==> src/rtl/posit16_to_fixed16_if.sv <==
// Valid/ready streams between a posit16 producer and the posit16-to-fixed16 decoder.
interface posit16_to_fixed16_if;
  logic        in_valid;
  logic        in_ready;
  logic [15:0] posit_in;
  logic        out_valid;
  logic        out_ready;
  logic [15:0] fixed_out;
  logic        nar;
  logic        sat;
  logic [5:0]  scale;

  modport master (
    output in_valid, posit_in, out_ready,
    input  in_ready, out_valid, fixed_out, nar, sat, scale
  );

  modport slave (
    input  in_valid, posit_in, out_ready,
    output in_ready, out_valid, fixed_out, nar, sat, scale
  );
endinterface

==> src/rtl/posit16_to_fixed16_seq.sv <==
// Sequential posit<16,1> to signed fixed-point decoder; regime run is scanned one bit per cycle.
module posit16_to_fixed16_seq #(
  parameter int unsigned FRAC_BITS = 12
) (
  input  logic                 clk,
  input  logic                 rst_n,
  posit16_to_fixed16_if.slave  bus
);

  localparam int unsigned  MAG_W    = 15;
  localparam logic signed [7:0] SAT_LIM  = 8'(15 - FRAC_BITS);
  localparam logic signed [7:0] RSH_BASE = 8'(14 - FRAC_BITS);

  typedef enum logic [1:0] {IDLE, SCAN, ALIGN, DONE} state_e;

  state_e             state_q, state_d;
  logic               in_ready_q, in_ready_d;
  logic               out_valid_q, out_valid_d;
  logic [15:0]        fixed_q, fixed_d;
  logic               nar_q, nar_d;
  logic               sat_q, sat_d;
  logic [5:0]         scale_q, scale_d;
  logic               sign_q, sign_d;
  logic               r0_q, r0_d;
  logic [MAG_W-1:0]   sh_q, sh_d;
  logic [4:0]         run_q, run_d;
  logic [3:0]         left_q, left_d;

  logic [MAG_W-1:0]   mag_c;
  logic [5:0]         k_c;
  logic [5:0]         scale_c;
  logic signed [7:0]  sc8_c;
  logic               sat_c;
  logic [5:0]         rsh_c;
  logic [15:0]        mag_fx_c;
  logic [15:0]        fx_c;

  // Alignment datapath: 1.f * 2^(2k+e) into FRAC_BITS, truncated toward zero, then signed
  always_comb begin
    k_c      = r0_q ? (6'(run_q) - 6'd1) : (6'd0 - 6'(run_q));
    scale_c  = (k_c << 1) + {5'd0, sh_q[14]};
    sc8_c    = {{2{scale_c[5]}}, scale_c};
    sat_c    = (sc8_c >= SAT_LIM);
    rsh_c    = 6'(RSH_BASE - sc8_c);
    mag_fx_c = {2'b01, sh_q[13:0]} >> rsh_c;
    if (sat_c)
      fx_c = sign_q ? 16'h8001 : 16'h7FFF;
    else
      fx_c = sign_q ? (~mag_fx_c + 16'd1) : mag_fx_c;
  end

  always_comb begin
    state_d  = state_q;
    fixed_d  = fixed_q;
    nar_d    = nar_q;
    sat_d    = sat_q;
    scale_d  = scale_q;
    sign_d   = sign_q;
    r0_d     = r0_q;
    sh_d     = sh_q;
    run_d    = run_q;
    left_d   = left_q;
    mag_c    = bus.posit_in[15] ? (~bus.posit_in[14:0] + 15'd1) : bus.posit_in[14:0];

    case (state_q)
      IDLE: begin
        if (bus.in_valid && in_ready_q) begin
          if (bus.posit_in == 16'h0000) begin
            fixed_d = 16'h0000;
            nar_d   = 1'b0;
            sat_d   = 1'b0;
            scale_d = 6'd0;
            state_d = DONE;
          end else if (bus.posit_in == 16'h8000) begin
            fixed_d = 16'h8000;
            nar_d   = 1'b1;
            sat_d   = 1'b0;
            scale_d = 6'd0;
            state_d = DONE;
          end else begin
            sign_d  = bus.posit_in[15];
            r0_d    = mag_c[14];
            sh_d    = mag_c;
            run_d   = 5'd0;
            left_d  = 4'(MAG_W);
            state_d = SCAN;
          end
        end
      end
      SCAN: begin
        // Consume one regime bit; stop after the terminator or after bit 0
        sh_d   = {sh_q[13:0], 1'b0};
        left_d = left_q - 4'd1;
        if (sh_q[14] == r0_q) begin
          run_d = run_q + 5'd1;
          if (left_q == 4'd1) state_d = ALIGN;
        end else begin
          state_d = ALIGN;
        end
      end
      ALIGN: begin
        fixed_d = fx_c;
        sat_d   = sat_c;
        scale_d = scale_c;
        nar_d   = 1'b0;
        state_d = DONE;
      end
      DONE: begin
        if (out_valid_q && bus.out_ready) state_d = IDLE;
      end
      default: state_d = IDLE;
    endcase

    in_ready_d  = (state_d == IDLE);
    out_valid_d = (state_q == DONE) && !(out_valid_q && bus.out_ready);
  end

  always_ff @(posedge clk or negedge rst_n) begin
    if (!rst_n) begin
      state_q     <= IDLE;
      in_ready_q  <= 1'b0;
      out_valid_q <= 1'b0;
      fixed_q     <= 16'h0000;
      nar_q       <= 1'b0;
      sat_q       <= 1'b0;
      scale_q     <= 6'd0;
      sign_q      <= 1'b0;
      r0_q        <= 1'b0;
      sh_q        <= '0;
      run_q       <= 5'd0;
      left_q      <= 4'd0;
    end else begin
      state_q     <= state_d;
      in_ready_q  <= in_ready_d;
      out_valid_q <= out_valid_d;
      fixed_q     <= fixed_d;
      nar_q       <= nar_d;
      sat_q       <= sat_d;
      scale_q     <= scale_d;
      sign_q      <= sign_d;
      r0_q        <= r0_d;
      sh_q        <= sh_d;
      run_q       <= run_d;
      left_q      <= left_d;
    end
  end

  assign bus.in_ready  = in_ready_q;
  assign bus.out_valid = out_valid_q;
  assign bus.fixed_out = fixed_q;
  assign bus.nar       = nar_q;
  assign bus.sat       = sat_q;
  assign bus.scale     = scale_q;

endmodule

==> src/flat_wrapper.sv <==
// flat-port wrapper written by rule: the top's interface ports become plain ports
module posit16_to_fixed16_seq_flat 
#(
  parameter int unsigned FRAC_BITS = 12
)
  (clk, rst_n, bus_in_valid, bus_posit_in, bus_out_ready, bus_in_ready, bus_out_valid, bus_fixed_out, bus_nar, bus_sat, bus_scale);
  posit16_to_fixed16_if bus_i ();
  input  logic clk;
  input  logic rst_n;
  input wire logic [$bits(bus_i.in_valid)-1:0] bus_in_valid;
  input wire logic [$bits(bus_i.posit_in)-1:0] bus_posit_in;
  input wire logic [$bits(bus_i.out_ready)-1:0] bus_out_ready;
  output wire logic [$bits(bus_i.in_ready)-1:0] bus_in_ready;
  output wire logic [$bits(bus_i.out_valid)-1:0] bus_out_valid;
  output wire logic [$bits(bus_i.fixed_out)-1:0] bus_fixed_out;
  output wire logic [$bits(bus_i.nar)-1:0] bus_nar;
  output wire logic [$bits(bus_i.sat)-1:0] bus_sat;
  output wire logic [$bits(bus_i.scale)-1:0] bus_scale;
  assign bus_i.in_valid = bus_in_valid;
  assign bus_i.posit_in = bus_posit_in;
  assign bus_i.out_ready = bus_out_ready;
  assign bus_in_ready = bus_i.in_ready;
  assign bus_out_valid = bus_i.out_valid;
  assign bus_fixed_out = bus_i.fixed_out;
  assign bus_nar = bus_i.nar;
  assign bus_sat = bus_i.sat;
  assign bus_scale = bus_i.scale;
  posit16_to_fixed16_seq #(.FRAC_BITS(FRAC_BITS)) u_core (.clk(clk), .rst_n(rst_n), .bus(bus_i));
endmodule
==> config.mk <==
export PLATFORM = sky130hd
export DESIGN_NAME = posit16_to_fixed16_seq_flat
export DESIGN_NICKNAME = d
export VERILOG_FILES = /design/src/rtl/posit16_to_fixed16_if.sv /design/src/rtl/posit16_to_fixed16_seq.sv /design/src/flat_wrapper.sv
export SDC_FILE = /design/constraint.sdc
export NUM_CORES = 1
export LEC_CHECK = 0
export ABC_AREA = 1
export ABC_CLOCK_PERIOD_IN_PS = 4050
export CAP_MARGIN = 20
export CORE_ASPECT_RATIO = 2
export CORE_MARGIN = 5
export CORE_UTILIZATION = 55
export DETAILED_ROUTE_END_ITERATION = 12
export GPL_TIMING_DRIVEN = 0
export PLACE_DENSITY = 0.78
export SLEW_MARGIN = 20
export SYNTH_ARGS = -nofsm -noshare
export SYNTH_HDL_FRONTEND = slang
export SYNTH_SLANG_ARGS = --single-unit
==> constraint.sdc <==
create_clock -name clk -period 4.05 [get_ports clk]
set_input_delay 0.81 -clock clk [delete_from_list [all_inputs] [get_ports clk]]
set_output_delay 0.81 -clock clk [all_outputs]
set_load 0.02 [all_outputs]
# --- Word-level counts from Yosys, hierarchy flattened ---
# Cells that the tools add are included.
totals:
  ff_bits: 54
  output_inout_bits: 26
classes:
  add_sub_neg: 8
  n_lt_le_gt_ge: 1
  eq_ne: 11
  shift: 1
  muxes: 41
  n_bitwise: 4
  reduce_logical: 13
op_table:
  columns: ["op", "count"]
  rows:
  - ["$mux 16", 6]
  - ["$mux 15", 4]
  - ["$pmux 16 s2", 1]
  - ["$pmux 15 s2", 1]
  - ["$mux 5", 5]
  - ["$mux 6", 3]
  - ["$add 16x1->16 const B", 1]
  - ["$eq 16x16->1 const B", 1]
  - ["$logic_not 16->1", 1]
  - ["$not 16->16", 1]
  - ["$shr 15x6->16", 1]
  - ["$add 15x1->15 const B", 1]
  - ["$not 15->15", 1]
  - ["$mux 2", 6]
  - ["$mux 4", 3]
  - ["$pmux 6 s2", 1]
  - ["$pmux 5 s2", 1]
  - ["$pmux 2 s4", 1]
  - ["$pmux 4 s2", 1]
  - ["$reduce_and 4->1", 2]
  - ["$add 6x1->6", 1]
  - ["$ge 6x3->1 const B", 1]
  - ["$mux 1", 6]
  - ["$sub 3x6->6 const A", 1]
  - ["19 further kinds", 28]

# --- Longest topological paths before layout ---
# Gate-level depths: netlist of run 1.
depth:
  word_depth: 10
  mapped_depth: 29
  mapped_depth_nobuf: 28

# --- Least setup slack after synthesis of run 1 ---
# OpenSTA, ideal clock, no wires.
synth_timing:
  path_type: "register to register"
  from: "register u_core.run_q[0]"
  to: "register u_core.fixed_q[12] (netlist: u_core.bus.fixed_out[12])"
  setup_time_ps: 116
  arrival_ps: 2716
  t_required_ps: 3934
  setup_slack_ps: 1217
  stages_incl_launch_ff: 29
  n_path_buf: 1
  cell_sequence: "dfrtp_1 -> inv_1 -> ha_1 -> inv_1 -> nand2_2 -> nand2_4 -> nand2_4 -> nor2_4 -> nand3_4 -> buf_6 -> nand3_1 -> nand2_1 -> nand2_1 -> nand2_1 -> nand2_1 -> nand2_1 -> nand3_1 -> nand2_1 -> inv_2 -> ha_1 -> nand2_1 -> nor2_2 -> nand2_2 -> nand2_2 -> nand2_1 -> nand2_1 -> nand3_1 -> nand2_1 -> nand2_1"
synth_between:
  elab_chain_len: 10
  word_cells_on_any_way: 12
synth_lines:
  columns: ["element", "line", "rtl"]
  rows:
  - ["start, declared", "posit16_to_fixed16_seq.sv:26", "logic [4:0] run_q, run_d;"]
  - ["start signal, assigned", "posit16_to_fixed16_seq.sv:143", "run_q <= run_d;"]
  - ["$sub 1x5->5 or $sub 5x1->5 (tied branches)", "posit16_to_fixed16_seq.sv:40", "k_c = r0_q ? (6'(run_q) - 6'd1) : (6'd0 - 6'(run_q));"]
  - ["$mux 5 *", "posit16_to_fixed16_seq.sv:40", null]
  - ["$add 6x1->6 *", "posit16_to_fixed16_seq.sv:41", "scale_c = (k_c << 1) + {5'd0, sh_q[14]};"]
  - ["$sub 3x6->6", "posit16_to_fixed16_seq.sv:44", "rsh_c = 6'(RSH_BASE - sc8_c);"]
  - ["$shr 15x6->16", "posit16_to_fixed16_seq.sv:45", "mag_fx_c = {2'b01, sh_q[13:0]} >> rsh_c;"]
  - ["$not 16->16", "posit16_to_fixed16_seq.sv:49", "fx_c = sign_q ? (~mag_fx_c + 16'd1) : mag_fx_c;"]
  - ["$add 16x1->16", "posit16_to_fixed16_seq.sv:49", null]
  - ["$mux 16", "posit16_to_fixed16_seq.sv:49", null]
  - ["$mux 16 *", "posit16_to_fixed16_seq.sv:46", "if (sat_c)"]
  - ["$pmux 16 s2 *", "posit16_to_fixed16_seq.sv:65", "case (state_q)"]
  - ["end signal, assigned", "posit16_to_fixed16_seq.sv:136", "fixed_q <= fixed_d;"]
  - ["end, declared", "posit16_to_fixed16_seq.sv:19", "logic [15:0] fixed_q, fixed_d;"]
# Every way passes the cells marked *; elsewhere a longest branch is shown, timed or not.
# A chain may end at the register's enable or synchronous reset.

# --- Worst setup path after layout of run 1 ---
# Ends and elaborated chain as after synthesis.

==> results of run 1 <==
-- worst max-delay path by stage --
stage                                      endpoint  slack [ps]  cells past startpoint                         from
6_report       u_core.bus.fixed_out[12]$_DFFE_PN0P_         390                     23  u_core.run_q[0]$_DFFE_PN0P_
5_1_grt        u_core.bus.fixed_out[12]$_DFFE_PN0P_         130                     23  u_core.run_q[0]$_DFFE_PN0P_
4_1_cts                 u_core.run_q[4]$_DFFE_PN0P_         370                     19              bus_posit_in[0]
3_5_place_dp            u_core.run_q[4]$_DFFE_PN0P_          50                     19              bus_posit_in[0]
3_3_place_gp            u_core.run_q[4]$_DFFE_PN0P_         140                     19              bus_posit_in[0]
2_1_floorplan  u_core.bus.fixed_out[12]$_DFFE_PN0P_        1220                     28  u_core.run_q[0]$_DFFE_PN0P_
-- cells by family (layout without fill, tap and decap cells) --
logic type	count (synthesis)	in the layout	synth area share [%]
flip-flops	54	54	32.1
buffers and inverters	90	142	9.59
XOR/XNOR	16	16	3.68
AO/OA/AOI/OAI	75	75	10.6
adder cells (fa/ha/maj)	7	7	2.08
AND/OR/NAND/NOR	383	383	41.9
-- layout make-up --
| class | count | area [sq um] | share of cell area, % |
|---|---|---|---|
| multi-input cells | 481 | 2460 | 49.7 |
| flip-flops and latches | 54 | 1350 | 27.3 |
| repair buffers | 44 | 438 | 8.85 |
| inverters | 66 | 255 | 5.16 |
| plain buffers | 24 | 149 | 3.01 |
| clock buffers | 6 | 139 | 2.81 |
| well taps | 94 | 118 | 2.38 |
| clock inverters | 2 | 38.8 | 0.784 |
-- synth_stat cells, types with 2 or more instances --
| master | instances |
|---|---|
| xor2_2 | 2 |
| nor3_2 | 3 |
| nand3_2 | 4 |
| nand4_2 | 2 |
| nand3b_1 | 2 |
| o21ai_1 | 4 |
| o221ai_1 | 8 |
| a22oi_1 | 2 |
| nand2_2 | 10 |
| xnor2_1 | 7 |
| o21ai_0 | 30 |
| nor2_1 | 46 |
| nand3_1 | 82 |
| nor3_1 | 7 |
| nor2_2 | 6 |
| a22o_1 | 2 |
| o21bai_1 | 2 |
| buf_6 | 6 |
| o211ai_1 | 5 |
| buf_2 | 8 |
| nand2_4 | 3 |
| ha_1 | 7 |
| inv_2 | 7 |
| nand4_1 | 20 |
| inv_1 | 57 |
| dfrtp_1 | 54 |
| xor2_1 | 7 |
| clkbuf_1 | 8 |
| nand2_1 | 193 |
| a21oi_1 | 18 |
-- stage by stage --
stage / instance area [sq um] / worst slack, ps / cells / util, %
2_1_floorplan: 4210 / 1220 / 625 / -
3_3_place_gp: 4770 / 139 / 763 / 63.2
3_5_place_dp: 4770 / 50.2 / 763 / 63.2
4_1_cts: 4950 / 374 / 771 / 65.6
5_1_grt: 4950 / 133 / 771 / 65.6
6_report: 4950 / 386 / 771 / 65.6
-- layout by cell type (no fill, tap or decap), types with 4 or more instances in the layout --
cell type / netlist / routed
xor2_1: 7 / 7
nand3_2: 4 / 4
nor3_1: 7 / 7
dfrtp_1: 54 / 54
buf_6: 6 / 6
nor2_1: 46 / 46
nand2_1: 193 / 193
xnor2_1: 7 / 7
inv_1: 57 / 57
clkbuf_16: 0 / 5
a21oi_1: 18 / 18
inv_2: 7 / 7
clkbuf_1: 8 / 8
clkdlybuf4s50_1: 0 / 43
nand3_1: 82 / 82
nand4_1: 20 / 20
o211ai_1: 5 / 5
nand2_2: 10 / 10
nor2_2: 6 / 6
ha_1: 7 / 7
o221ai_1: 8 / 8
o21ai_1: 4 / 4
o21ai_0: 30 / 30
buf_2: 8 / 8
-- metal layers --
metal	track usage, %	vias to the layer above	share of wire [%]
met5	0	-	0
met4	18.1	0	6.9
met3	3.15	58	3.8
met2	49.7	136	57
met1	22.1	2000	32
li1	-	2168	-
-- worst register-to-register path: cells and delay by family (launching register included) --
family | cells | cell delay (ps)
simple gates | 16 | 1510
fa+ha+maj | 2 | 540
flops | 1 | 420
buf+inv | 5 | 1130
-- state kept, by name (all words and copies together), names as in the netlist --
name,flops
u_core.bus.fixed_out,16
u_core.sh_q,15
u_core.bus.scale,6
u_core.run_q,5
u_core.left_q,4
u_core.state_q,2
u_core.bus.in_ready,1
u_core.bus.nar,1
u_core.bus.out_valid,1
u_core.bus.sat,1
u_core.r0_q,1
u_core.sign_q,1
==> reports/results.ini, run 1 <==
[setup_path]
start_kind=register
reg2reg_setup_slack_ps=390
cp-end-kind=register
cp_slowest_cell=clkbuf_1
crit_fanout=10
crit_arrival_ps=3860
crit_chain=inv_1, nand2_1, nand2_1, inv_1, ha_1, clkbuf_1, clkbuf_1, nand3_1, nand2_1, nand2_1, nand3_1, nand2_1, inv_2, ha_1, nand2_1, nor2_2, nand2_2, nand2_2, nand2_1, nand2_1, nand3_1, nand2_1, nand2_1
reg2reg_to=u_core.bus.fixed_out[12]$_DFFE_PN0P_
r2r_start=u_core.run_q[0]$_DFFE_PN0P_
critPathKind=reg2reg
cp_common_cell=nand2_1
path_delay_family=simple AND/OR/NAND/NOR gates
cp.buffers_inverters=5
cpPeakStageDelay_ps=430
crit_required_ps=4250
reg2reg_depth=23

[clocking]
clk_path_buf_depth=2
cts_setup_buffers=0
cts_buffers=5
cts_root_buf=clkbuf_16
ctsResizeCount=0
holdBufCountCts=0
clk_latency_ps=300
cts_max_level=2
clk_pin_slew_ps=80
numClockSinks=54
cts_tree=built

[sta]
rsz0062_at_grt=no
max_freq_mhz=273
hold_ws_ps=482
finalMaxSlewViolations=0
max_slew_margin_pct=51.4
worst_slew_pin_slew_ps=727
period_minus_slack_ps=3660
setup_tns_ps=0
finClkSkew_ps=7.66
hold_violations=0
finalSetupViolCount=0
fin_crit_sh_pct=90.5

[yosys]
async_reset_ff_share_pct=100
synthTopCellsByArea=dfrtp_1 (32%), nand2_1 (17%), nand3_1 (9.7%)
yosysSeqAreaShare_pct=32.1
ys.flop_type=dfrtp_1
avgSynthCellArea_sq_um=6.74
synth_cell_type_count=43
ys_warn_count=0
synthDominantAreaCellType=dfrtp_1
syn-num-nets=652
synth_edf_count=0
synth_area_sq_um=4210
synthCells=625
synth_seq_cells=54
yosysTopAreaCellShare_pct=32.1

[grt]
grt_usage_pct=25.3
grt_pass1_vias=4344
grt_max_degree=55
grt_pass1_wl_microns=19300
antenna_found_initial=0
grt_overflow=0

[routing]
drc_errors=0
vias=4362
wirelength_microns=11800
drt-pass1-iter-count=4
drtIter0Drc=219
viasPerCell=5.66
wl_per_cell_microns=15.3
ant_nets=0

[floorplanning]
die_y_microns=134
dieArea_sq_um=9620
core_sq_um=7540
num_io_pins=46
initial_utilization_pct=55.8
die_w_microns=71.9
num_rows=45

[final_layout]
area_delta_synth_final_pct=17.4
layout-drive-gt1-share_pct=9.60
antenna_cells=0
nFillCells=715
fin_nets=703

[place]
globalplace.congestion=0.972
hpwl_microns=9620
portBuffers=44

[hold_path]
worstHoldStart=u_core.bus.fixed_out[7]$_DFFE_PN0P_
hold_end=u_core.bus.fixed_out[7]$_DFFE_PN0P_
hold_path_class=reg2reg
hold_depth=2

[outcome]
status=complete, no violations

[flow_run]
maxCapViolCount=0

Power of run 1 is left out: the tool's default activity adds up to more than one toggle a clock period on the data nets, which glitch-free logic cannot reach.
==> inputs of run 2 (changes only) <==
CAP_MARGIN = unset   (was 20)
==> results of run 2 <==
Same layout as run 1: the final DEF is identical, and so are final timing and power.
Power of run 2 is left out for the same reason.
